### src/rtl/pipe_hazard_ctrl_pkg.sv
`default_nettype none
// ============================================================================
// Module   : pipe_hazard_ctrl_pkg
// Brief    : Shared pipeline types, FSM encodings and default timeout.
// Revision : 1.0 - initial release
// ============================================================================
package pipe_hazard_ctrl_pkg;

  typedef logic [0:0] state_t;

  localparam state_t C_ST_RUN      = 1'b0;
  localparam state_t C_ST_MEM_WAIT = 1'b1;

  localparam logic [7:0] C_MEM_TIMEOUT_DEFAULT = 8'd255;

  typedef struct packed {
    logic pc_en;
    logic ifid_en;
    logic idex_en;
    logic exmem_en;
    logic ifid_flush;
    logic idex_flush;
  } ctrl_t;

endpackage
`default_nettype wire

### src/rtl/pipe_hazard_ctrl_if.sv
`default_nettype none
// ============================================================================
// Module   : pipe_hazard_ctrl_if
// Brief    : Hazard-controller bus; master is the pipeline, slave the controller.
// Revision : 1.0 - initial release
// ============================================================================
interface pipe_hazard_ctrl_if;

  logic [4:0]  id_rs;
  logic [4:0]  id_rt;
  logic        id_uses_rs;
  logic        id_uses_rt;
  logic        ex_is_load;
  logic [4:0]  ex_wb_addr;
  logic        ex_branch_taken;
  logic        mem_req;
  logic        mem_ready;
  logic        pc_en;
  logic        ifid_en;
  logic        idex_en;
  logic        exmem_en;
  logic        ifid_flush;
  logic        idex_flush;
  logic        mem_timeout;
  logic [31:0] stall_cnt;
  logic [31:0] flush_cnt;

  modport master (
    output id_rs, id_rt, id_uses_rs, id_uses_rt, ex_is_load, ex_wb_addr,
           ex_branch_taken, mem_req, mem_ready,
    input  pc_en, ifid_en, idex_en, exmem_en, ifid_flush, idex_flush,
           mem_timeout, stall_cnt, flush_cnt
  );

  modport slave (
    input  id_rs, id_rt, id_uses_rs, id_uses_rt, ex_is_load, ex_wb_addr,
           ex_branch_taken, mem_req, mem_ready,
    output pc_en, ifid_en, idex_en, exmem_en, ifid_flush, idex_flush,
           mem_timeout, stall_cnt, flush_cnt
  );

endinterface
`default_nettype wire

### src/rtl/pipe_hazard_ctrl_load_use_detect.sv
`default_nettype none
// ============================================================================
// Module   : load_use_detect
// Brief    : Flags an ID instruction reading the destination of a load in EX.
// Revision : 1.0 - initial release
// ============================================================================
module load_use_detect (
  input  logic       ex_is_load_i,
  input  logic [4:0] ex_wb_addr_i,
  input  logic [4:0] id_rs_i,
  input  logic [4:0] id_rt_i,
  input  logic       id_uses_rs_i,
  input  logic       id_uses_rt_i,
  output logic       load_use_o
);

  logic w_rs_hit;
  logic w_rt_hit;

  assign w_rs_hit = id_uses_rs_i & (id_rs_i == ex_wb_addr_i);
  assign w_rt_hit = id_uses_rt_i & (id_rt_i == ex_wb_addr_i);

  // $zero is never a real dependency
  assign load_use_o = ex_is_load_i & (ex_wb_addr_i != 5'd0) & (w_rs_hit | w_rt_hit);

endmodule
`default_nettype wire

### src/rtl/pipe_hazard_ctrl.sv
`default_nettype none
// ============================================================================
// Module   : pipe_hazard_ctrl
// Brief    : Pipeline stall/flush controller with memory-wait FSM and counters.
// Revision : 1.0 - initial release
// ============================================================================
module pipe_hazard_ctrl
  import pipe_hazard_ctrl_pkg::*;
#(
  parameter logic [7:0] MEM_TIMEOUT = C_MEM_TIMEOUT_DEFAULT
) (
  input  logic                 clk,
  input  logic                 reset,
  pipe_hazard_ctrl_if.slave    bus
);

  state_t      state_q, state_d;
  logic [7:0]  wait_q, wait_d;
  logic        mem_timeout_q, mem_timeout_d;
  logic [31:0] stall_cnt_q;
  logic [31:0] flush_cnt_q;
  ctrl_t       w_ctrl;
  logic        w_load_use;
  logic        w_mem_stall;
  logic        w_timeout;

  load_use_detect u_load_use_detect (
    .ex_is_load_i (bus.ex_is_load),
    .ex_wb_addr_i (bus.ex_wb_addr),
    .id_rs_i      (bus.id_rs),
    .id_rt_i      (bus.id_rt),
    .id_uses_rs_i (bus.id_uses_rs),
    .id_uses_rt_i (bus.id_uses_rt),
    .load_use_o   (w_load_use)
  );

  assign w_mem_stall = bus.mem_req & ~bus.mem_ready;
  assign w_timeout   = (wait_q == MEM_TIMEOUT);

  always_ff @(posedge clk) begin
    if (reset) begin
      state_q       <= C_ST_RUN;
      wait_q        <= 8'd0;
      mem_timeout_q <= 1'b0;
    end else begin
      state_q       <= state_d;
      wait_q        <= wait_d;
      mem_timeout_q <= mem_timeout_d;
    end
  end

  always_comb begin
    state_d       = state_q;
    wait_d        = wait_q;
    mem_timeout_d = mem_timeout_q;
    case (state_q)
      C_ST_RUN: begin
        if (w_mem_stall) begin
          state_d = C_ST_MEM_WAIT;
          wait_d  = 8'd0;
        end
      end
      C_ST_MEM_WAIT: begin
        wait_d = wait_q + 8'd1;
        // a completing access wins over a coincident timeout
        if (bus.mem_ready) begin
          state_d = C_ST_RUN;
        end else if (w_timeout) begin
          state_d       = C_ST_RUN;
          mem_timeout_d = 1'b1;
        end
      end
      default: state_d = C_ST_RUN;
    endcase
  end

  always_comb begin
    w_ctrl = '0;
    if (reset) begin
      w_ctrl.ifid_flush = 1'b1;
      w_ctrl.idex_flush = 1'b1;
    end else begin
      case (state_q)
        C_ST_RUN: begin
          if (w_mem_stall) begin
            w_ctrl = '0;
          end else if (bus.ex_branch_taken) begin
            w_ctrl = '{1'b1, 1'b1, 1'b1, 1'b1, 1'b1, 1'b1};
          end else if (w_load_use) begin
            // freeze PC and IF/ID, push a bubble into ID/EX
            w_ctrl = '{1'b0, 1'b0, 1'b1, 1'b1, 1'b0, 1'b1};
          end else begin
            w_ctrl = '{1'b1, 1'b1, 1'b1, 1'b1, 1'b0, 1'b0};
          end
        end
        C_ST_MEM_WAIT: begin
          if (bus.mem_ready | w_timeout) begin
            w_ctrl = '{1'b1, 1'b1, 1'b1, 1'b1,
                       bus.ex_branch_taken, bus.ex_branch_taken};
          end
        end
        default: w_ctrl = '0;
      endcase
    end
  end

  always_ff @(posedge clk) begin
    if (reset) begin
      stall_cnt_q <= 32'd0;
      flush_cnt_q <= 32'd0;
    end else begin
      stall_cnt_q <= stall_cnt_q + {31'd0, ~w_ctrl.pc_en};
      flush_cnt_q <= flush_cnt_q + {31'd0, w_ctrl.ifid_flush};
    end
  end

  assign bus.pc_en       = w_ctrl.pc_en;
  assign bus.ifid_en     = w_ctrl.ifid_en;
  assign bus.idex_en     = w_ctrl.idex_en;
  assign bus.exmem_en    = w_ctrl.exmem_en;
  assign bus.ifid_flush  = w_ctrl.ifid_flush;
  assign bus.idex_flush  = w_ctrl.idex_flush;
  assign bus.mem_timeout = mem_timeout_q;
  assign bus.stall_cnt   = stall_cnt_q;
  assign bus.flush_cnt   = flush_cnt_q;

endmodule
`default_nettype wire

### src/flat_wrapper.sv
// flat-port wrapper written by rule: the top's interface ports become plain ports
module pipe_hazard_ctrl_flat import pipe_hazard_ctrl_pkg::*;
#(
  parameter logic [7:0] MEM_TIMEOUT = C_MEM_TIMEOUT_DEFAULT
)
  (clk, reset, bus_id_rs, bus_id_rt, bus_id_uses_rs, bus_id_uses_rt, bus_ex_is_load, bus_ex_wb_addr, bus_ex_branch_taken, bus_mem_req, bus_mem_ready, bus_pc_en, bus_ifid_en, bus_idex_en, bus_exmem_en, bus_ifid_flush, bus_idex_flush, bus_mem_timeout, bus_stall_cnt, bus_flush_cnt);
  pipe_hazard_ctrl_if bus_i ();
  input  logic clk;
  input  logic reset;
  input wire logic [$bits(bus_i.id_rs)-1:0] bus_id_rs;
  input wire logic [$bits(bus_i.id_rt)-1:0] bus_id_rt;
  input wire logic [$bits(bus_i.id_uses_rs)-1:0] bus_id_uses_rs;
  input wire logic [$bits(bus_i.id_uses_rt)-1:0] bus_id_uses_rt;
  input wire logic [$bits(bus_i.ex_is_load)-1:0] bus_ex_is_load;
  input wire logic [$bits(bus_i.ex_wb_addr)-1:0] bus_ex_wb_addr;
  input wire logic [$bits(bus_i.ex_branch_taken)-1:0] bus_ex_branch_taken;
  input wire logic [$bits(bus_i.mem_req)-1:0] bus_mem_req;
  input wire logic [$bits(bus_i.mem_ready)-1:0] bus_mem_ready;
  output wire logic [$bits(bus_i.pc_en)-1:0] bus_pc_en;
  output wire logic [$bits(bus_i.ifid_en)-1:0] bus_ifid_en;
  output wire logic [$bits(bus_i.idex_en)-1:0] bus_idex_en;
  output wire logic [$bits(bus_i.exmem_en)-1:0] bus_exmem_en;
  output wire logic [$bits(bus_i.ifid_flush)-1:0] bus_ifid_flush;
  output wire logic [$bits(bus_i.idex_flush)-1:0] bus_idex_flush;
  output wire logic [$bits(bus_i.mem_timeout)-1:0] bus_mem_timeout;
  output wire logic [$bits(bus_i.stall_cnt)-1:0] bus_stall_cnt;
  output wire logic [$bits(bus_i.flush_cnt)-1:0] bus_flush_cnt;
  assign bus_i.id_rs = bus_id_rs;
  assign bus_i.id_rt = bus_id_rt;
  assign bus_i.id_uses_rs = bus_id_uses_rs;
  assign bus_i.id_uses_rt = bus_id_uses_rt;
  assign bus_i.ex_is_load = bus_ex_is_load;
  assign bus_i.ex_wb_addr = bus_ex_wb_addr;
  assign bus_i.ex_branch_taken = bus_ex_branch_taken;
  assign bus_i.mem_req = bus_mem_req;
  assign bus_i.mem_ready = bus_mem_ready;
  assign bus_pc_en = bus_i.pc_en;
  assign bus_ifid_en = bus_i.ifid_en;
  assign bus_idex_en = bus_i.idex_en;
  assign bus_exmem_en = bus_i.exmem_en;
  assign bus_ifid_flush = bus_i.ifid_flush;
  assign bus_idex_flush = bus_i.idex_flush;
  assign bus_mem_timeout = bus_i.mem_timeout;
  assign bus_stall_cnt = bus_i.stall_cnt;
  assign bus_flush_cnt = bus_i.flush_cnt;
  pipe_hazard_ctrl #(.MEM_TIMEOUT(MEM_TIMEOUT)) u_core (.clk(clk), .reset(reset), .bus(bus_i));
endmodule
### config.mk
export PLATFORM = sky130hd
export DESIGN_NAME = pipe_hazard_ctrl_flat
export DESIGN_NICKNAME = d
export VERILOG_FILES = /design/src/rtl/pipe_hazard_ctrl_pkg.sv /design/src/rtl/pipe_hazard_ctrl_if.sv /design/src/rtl/pipe_hazard_ctrl_load_use_detect.sv /design/src/rtl/pipe_hazard_ctrl.sv /design/src/flat_wrapper.sv
export SDC_FILE = /design/constraint.sdc
export NUM_CORES = 1
export LEC_CHECK = 0
export ABC_AREA = 1
export BUFFER_PORTS_ARGS = -buffer_cell sky130_fd_sc_hd__buf_4
export CORE_MARGIN = 2
export CORE_UTILIZATION = 45
export DETAILED_ROUTE_END_ITERATION = 7
export MAX_ROUTING_LAYER = met4
export PLACE_DENSITY = 0.67
export SYNTH_ARGS = -nofsm -noshare
export SYNTH_HDL_FRONTEND = slang
export SYNTH_SLANG_ARGS = --single-unit
### constraint.sdc
create_clock -name clk -period 3.6 [get_ports clk]
set_input_delay 0.72 -clock clk [delete_from_list [all_inputs] [get_ports clk]]
set_output_delay 0.72 -clock clk [all_outputs]
set_load 0.01 [all_outputs]
Yosys cells after proc, flatten, opt, wreduce, memory -nomap -nowiden --
Index checks and enable logic that the tools add are counted.
Cells by class: add/subtract/negate cells 3, eq/ne operators 4, mux-type cells 13, bitwise operators 10, reductions and logical operators 2
Operators by type and width (count):
- 32-bit by 1-bit adder with 32-bit output | 2
- 6-bit two-way mux | 4
- 8-bit one-hot mux with 2 select lines | 1
- 6-bit one-hot mux with 2 select lines | 1
- 5-bit == test | 2
- 8-bit by 1-bit adder with 8-bit output, second input constant | 1
- 8-bit == test, second input constant | 1
- 8-bit two-way mux | 1
- 1-bit bitwise AND | 5
- 5-bit nonzero test | 1
- 4-bit two-way mux | 1
- 1-bit two-way mux | 3
- 1-bit inverter | 3
- 3-bit AND reduction | 1
- 2-bit two-way mux | 1
- 2-bit by 1-bit inequality test with 1-bit output, second input constant | 1
- 1-bit OR | 2
- 1-bit one-hot mux with 2 select lines | 1
Word-level totals: register bits after elaboration 74, input bits 23, output and inout bits 71, logic and storage cells 37

Longest topological paths before layout --
depth after elaboration 11, mapped depth 19, depth with buffers taken out 19

Hierarchy --
A second synthesis with hierarchy kept.
Unflattened totals: cells, all modules 687, area, all modules 4256.6 um^2
Modules (own cells, without submodules):
- pipe_hazard_ctrl | instances 1, cells an instance 632, area an instance 4040.1 um^2, seq. area each 1481.4 um^2
- load_use_detect | instances 1, cells an instance 55, area an instance 216.5 um^2, seq. area each 0.0 um^2

Worst setup path after synthesis --
OpenSTA, ideal clock, no wires.
path type input to register, start input port bus_mem_ready, end register u_core.flush_cnt_q[16] (netlist: u_core.bus.flush_cnt[16]), library setup time 70 ps, data arrival time 2664 ps, required time 3530 ps, path slack 866 ps, cell stages on the path 15, buffers on the path 0, cell sequence inv_1 nand2_1 nor2_1 inv_1 o21ai_0 o21ai_0 ha_1 ha_1 nand2_1 nor2_4 nand2_4 nor2_4 nand3_1 or2_0 a21oi_1
On the way: cells in the longest elaborated chain, start to end 6, elaborated cells on any way between the ends 8, those cells by class add/sub (1); mux (4); bitwise (3)
Ends and longest elaborated chain:
- start: declaration | line flat_wrapper.sv:18 | input wire logic [$bits(bus_i.mem_ready)-1:0] bus_mem_ready;
- 1-bit inverter | line pipe_hazard_ctrl.sv:37 | assign w_mem_stall = bus.mem_req & ~bus.mem_ready;
- 1-bit bitwise AND | line pipe_hazard_ctrl.sv:37
- 6-bit two-way mux | line pipe_hazard_ctrl.sv:85 | if (w_mem_stall) begin
- 6-bit one-hot mux with 2 select lines (*) | line pipe_hazard_ctrl.sv:83 | case (state_q)
- 2-bit two-way mux (*) | line pipe_hazard_ctrl.sv:79 | if (reset) begin
- via bus_ifid_flush | line flat_wrapper.sv:23 | output wire logic [$bits(bus_i.ifid_flush)-1:0] bus_ifid_flush;
- 32-bit by 1-bit adder with 32-bit output (*) | line pipe_hazard_ctrl.sv:113 | flush_cnt_q <= flush_cnt_q + {31'd0, w_ctrl.ifid_flush};
- end signal: assignment | line pipe_hazard_ctrl.sv:113
- end: declaration | line pipe_hazard_ctrl.sv:21 | logic [31:0] flush_cnt_q;
Mark *: on every way through the listed nets, which the timed path passes. The rest lies on a longest branch. A chain may end at the register's enable or synchronous reset.

Worst setup path in the final report --
start register u_core.wait_q[0], end register u_core.stall_cnt_q[22] (netlist: u_core.bus.stall_cnt[22])
On the way: cells in the longest elaborated chain, start to end 7
Ends and longest elaborated chain:
- start: declaration | line pipe_hazard_ctrl.sv:18 | logic [7:0] wait_q, wait_d;
- start signal: assignment | line pipe_hazard_ctrl.sv:47 | wait_q <= wait_d;
- 8-bit == test | line pipe_hazard_ctrl.sv:38 | assign w_timeout = (wait_q == MEM_TIMEOUT);
- 1-bit OR | line pipe_hazard_ctrl.sv:97 | if (bus.mem_ready | w_timeout) begin
- 6-bit two-way mux | line pipe_hazard_ctrl.sv:97
- 6-bit one-hot mux with 2 select lines | line pipe_hazard_ctrl.sv:83
- 4-bit two-way mux | line pipe_hazard_ctrl.sv:79
- 1-bit inverter | line pipe_hazard_ctrl.sv:112 | stall_cnt_q <= stall_cnt_q + {31'd0, ~w_ctrl.pc_en};
- 32-bit by 1-bit adder with 32-bit output | line pipe_hazard_ctrl.sv:112
- end signal: assignment | line pipe_hazard_ctrl.sv:112
- end: declaration | line pipe_hazard_ctrl.sv:20 | logic [31:0] stall_cnt_q;
Every way passes these cells.

==> flow_summary.json <==
{
  "cp.depth": 17,
  "die_w_um": 99.95,
  "required_ns": 3.84,
  "ys_warn_count": 0,
  "synth_top_family_by_area": "simple AND/OR/NAND/NOR gates",
  "grt_max_degree": 41,
  "clkTransAtPathRegs_ns": 0.08,
  "ioPinCount": 94,
  "hold_path_class": "flop to flop",
  "vdd_ir_drop_max_mv": 0.1859,
  "setup_violations": 0,
  "fin_skew_ns": 0.006675,
  "port_buffers": 93,
  "reg2reg_from": "u_core.wait_q[0]",
  "path_cells": "ha_1, nand3_1, o21ai_0, o21ai_0, nor2_1, nand2_1, ha_1, ha_1, nand2_1, nor2_2, nand2_1, nor2_2, nand2_1, nor2_2, nand3_1, nand2_1, nor2_1",
  "arrival_ns": 2.99,
  "num_vias": 4406,
  "drtIter0Drc": 160,
  "cap_violations": 0,
  "synth-compound-area-share_pct": 10.60,
  "route.detailed.drc": 0,
  "overflow": 0,
  "die_y_um": 99.95,
  "cp-endpoint": "u_core.bus.stall_cnt[22]",
  "critical_path.max_fanout": 4,
  "status": "finished clean",
  "synth_top_cell_area_share_pct": 35.76,
  "cts_buffer_depth": 2,
  "r2r-end": "u_core.bus.stall_cnt[22]",
  "power_density_nw_per_um2": 326.9,
  "ys.flop_type": "dfxtp_1",
  "cts_setup_buffers": 0,
  "end_kind": "flop",
  "syn_nets": 681,
  "max_stage_delay_ns": 0.33,
  "cts.sinks": 74,
  "grt_pass1_wl_mm": 18.75,
  "yosysTopAreaCell": "dfxtp_1",
  "synth.distinct_cells": 34,
  "r2r_cells": 17,
  "crit_path_top_delay_cell": "dfxtp_1",
  "grt_pass1_vias": 4175,
  "htreeDepth": 3,
  "synthXorXnorAreaFrac_pct": 1.480,
  "synthArstFlopShare_pct": 0,
  "finalSetupTns_ns": 0,
  "rows": 35,
  "min_period_over_period_pct": 76.24,
  "power.leakage_nw": 2.065,
  "grt_antenna_before_repair": 0,
  "synth_area_leaders": "dfxtp_1 (36%), nand2_1 (17%), nor2_1 (9.6%), inv_1 (7.8%), a21oi_1 (6.3%)",
  "initial_utilization_pct": 45.70,
  "synthCells": 653,
  "path_common_cell": "nand2_1",
  "fin_crit_ns": 2.745,
  "max_freq_ghz": 0.3643,
  "critPathTopFamily": "simple AND/OR/NAND/NOR gates",
  "wl_mm": 11.25,
  "criticalPathCategory": "flop to flop",
  "ys_ff_latch": 74,
  "synth_top_cells_by_count": "nand2_1 (191), nor2_1 (106), inv_1 (86), dfxtp_1 (74), a21oi_1 (52)",
  "synth_edf_count": 0,
  "cts.hold.buffers_added": 0,
  "drtPass1Iterations": 5,
  "rsz0062_at_grt": "false",
  "wl_per_cell_um": 13.00,
  "dieArea_sq_um": 9990,
  "core_sq_um": 9065,
  "tritoncts": "yes",
  "viasPerCell": 5.094,
  "yosys.area_share.simple_pct": 41.23,
  "r2r_slack_ns": 0.86,
  "avgSynthCellArea_sq_um": 6.344,
  "postCtsResizedCells": 0,
  "numCtsBuffers": 9,
  "cp-start-kind": "flop",
  "clk_latency_ns": 0.35,
  "dp_hpwl_mm": 8.741,
  "slew_violations": 0,
  "worst-path-buf-inv": 0,
  "tightest_slew_ns": 0.4726,
  "drive_gt1_share_pct": 17.37,
  "num_antenna_cells": 0,
  "place_congestion": 0.8960,
  "muxShareOfSynthArea_pct": 0,
  "synthMostInstantiatedCell": "nand2_1",
  "critPathLaunch": "u_core.wait_q[0]",
  "slew_headroom_pct": 68.49,
  "worst_hold_slack_ns": 0.4695,
  "grt.total_usage_pct": 24.17,
  "ant_nets": 0,
  "hold_viol": 0,
  "syn2layout_area_growth_pct": 24.40,
  "fin_nets": 777,
  "seq_area_frac_synth_pct": 35.76,
  "synthAdderAreaFrac_pct": 1.510,
  "clockRootBuffer": "clkbuf_8",
  "netlist_area_sq_um": 4143
}
sequential cells by signal, summed over array words and instances (netlist names):
| signal | count |
|---|---|
| u_core.bus.flush_cnt | 32 |
| u_core.bus.mem_timeout | 1 |
| u_core.bus.stall_cnt | 32 |
| u_core.state_q | 1 |
| u_core.wait_q | 8 |
cell type report:
cell class / instances / area [sq um]
Fill cell: 904 / 3911
Sequential cell: 74 / 1481
Tap cell: 111 / 138.9
Inverter: 86 / 322.8
Timing Repair Buffer: 96 / 720.7
Multi-Input combinational cell: 482 / 2271
Clock inverter: 5 / 77.57
Clock buffer: 11 / 141.4
cells by family after synthesis:
group,Yosys count
flops,74
compound gates,82
simple gates,388
buf+inv,97
fa+ha+maj,5
xor+xnor,7
routing by layer:
layer	global-route usage (%)	part of all wire (%)	vias up
li1	-	-	2263
met1	27.83	44	1988
met2	40.64	49	127
met3	5.292	5.2	28
met4	10.43	2.4	0
met5	-	0	-
placed cells by master (no fill, tap or decap), drive strengths merged:
| master | Yosys | layout |
|---|---|---|
| a211oi | 2 | 2 |
| a21oi | 52 | 52 |
| a31oi | 2 | 2 |
| and3 | 1 | 1 |
| buf | 4 | 96 |
| bufinv | 0 | 2 |
| clkbuf | 7 | 11 |
| clkinv | 0 | 2 |
| clkinvlp | 0 | 1 |
| dfxtp | 74 | 74 |
| ha | 5 | 5 |
| inv | 86 | 86 |
| nand2 | 196 | 196 |
| nand3 | 28 | 28 |
| nand3b | 13 | 13 |
| nand4 | 11 | 11 |
| nor2 | 117 | 117 |
| nor3 | 19 | 19 |
| nor3b | 1 | 1 |
| nor4 | 1 | 1 |
| o21a | 6 | 6 |
| o21ai | 19 | 19 |
| o21bai | 1 | 1 |
| or2 | 1 | 1 |
| xnor2 | 2 | 2 |
| xor2 | 5 | 5 |
worst min-delay path, cell delays in order, from the launching register on:
cell and delay [ns]:
dfxtp_1 0.33, inv_1 0.05, a21oi_1 0.05
metrics by stage:
stage | instance area, sq um | std cells | setup slack (ns) | total power, mW | util [%]
after floorplan | 4143 | 653 | 0.8659 | 0.9202 | -
final | 5154 | 865 | 0.8553 | 1.685 | 56.85
after detailed placement | 4935 | 849 | 0.6477 | 0.9744 | 54.44
after global routing | 5154 | 865 | 0.5002 | 1.757 | 56.85
after global placement | 4935 | 849 | 0.7378 | 0.9706 | 54.44
after CTS | 5154 | 865 | 0.8842 | 1.700 | 56.85
power by group:
group | internal, mW | switching [mW]
registers | 0.826 | 0.00821
logic | 0.0524 | 0.0664
clock network | 0.408 | 0.324
how the worst min path moves through the flow:
stage	slack, ns	cells past startpoint	from	endpoint
3_5_place_dp	0.46	2	u_core.bus.stall_cnt[27]	u_core.bus.stall_cnt[27]
6_report	0.47	2	u_core.bus.stall_cnt[27]	u_core.bus.stall_cnt[27]
5_1_grt	0.50	2	u_core.bus.flush_cnt[31]	u_core.bus.flush_cnt[31]
3_3_place_gp	0.45	1	u_core.bus.mem_timeout	u_core.bus.mem_timeout
4_1_cts	0.47	2	u_core.bus.stall_cnt[27]	u_core.bus.stall_cnt[27]
2_1_floorplan	0.46	2	u_core.wait_q[1]	u_core.wait_q[1]
No activity file was read; power rests on OpenSTA's default activity.
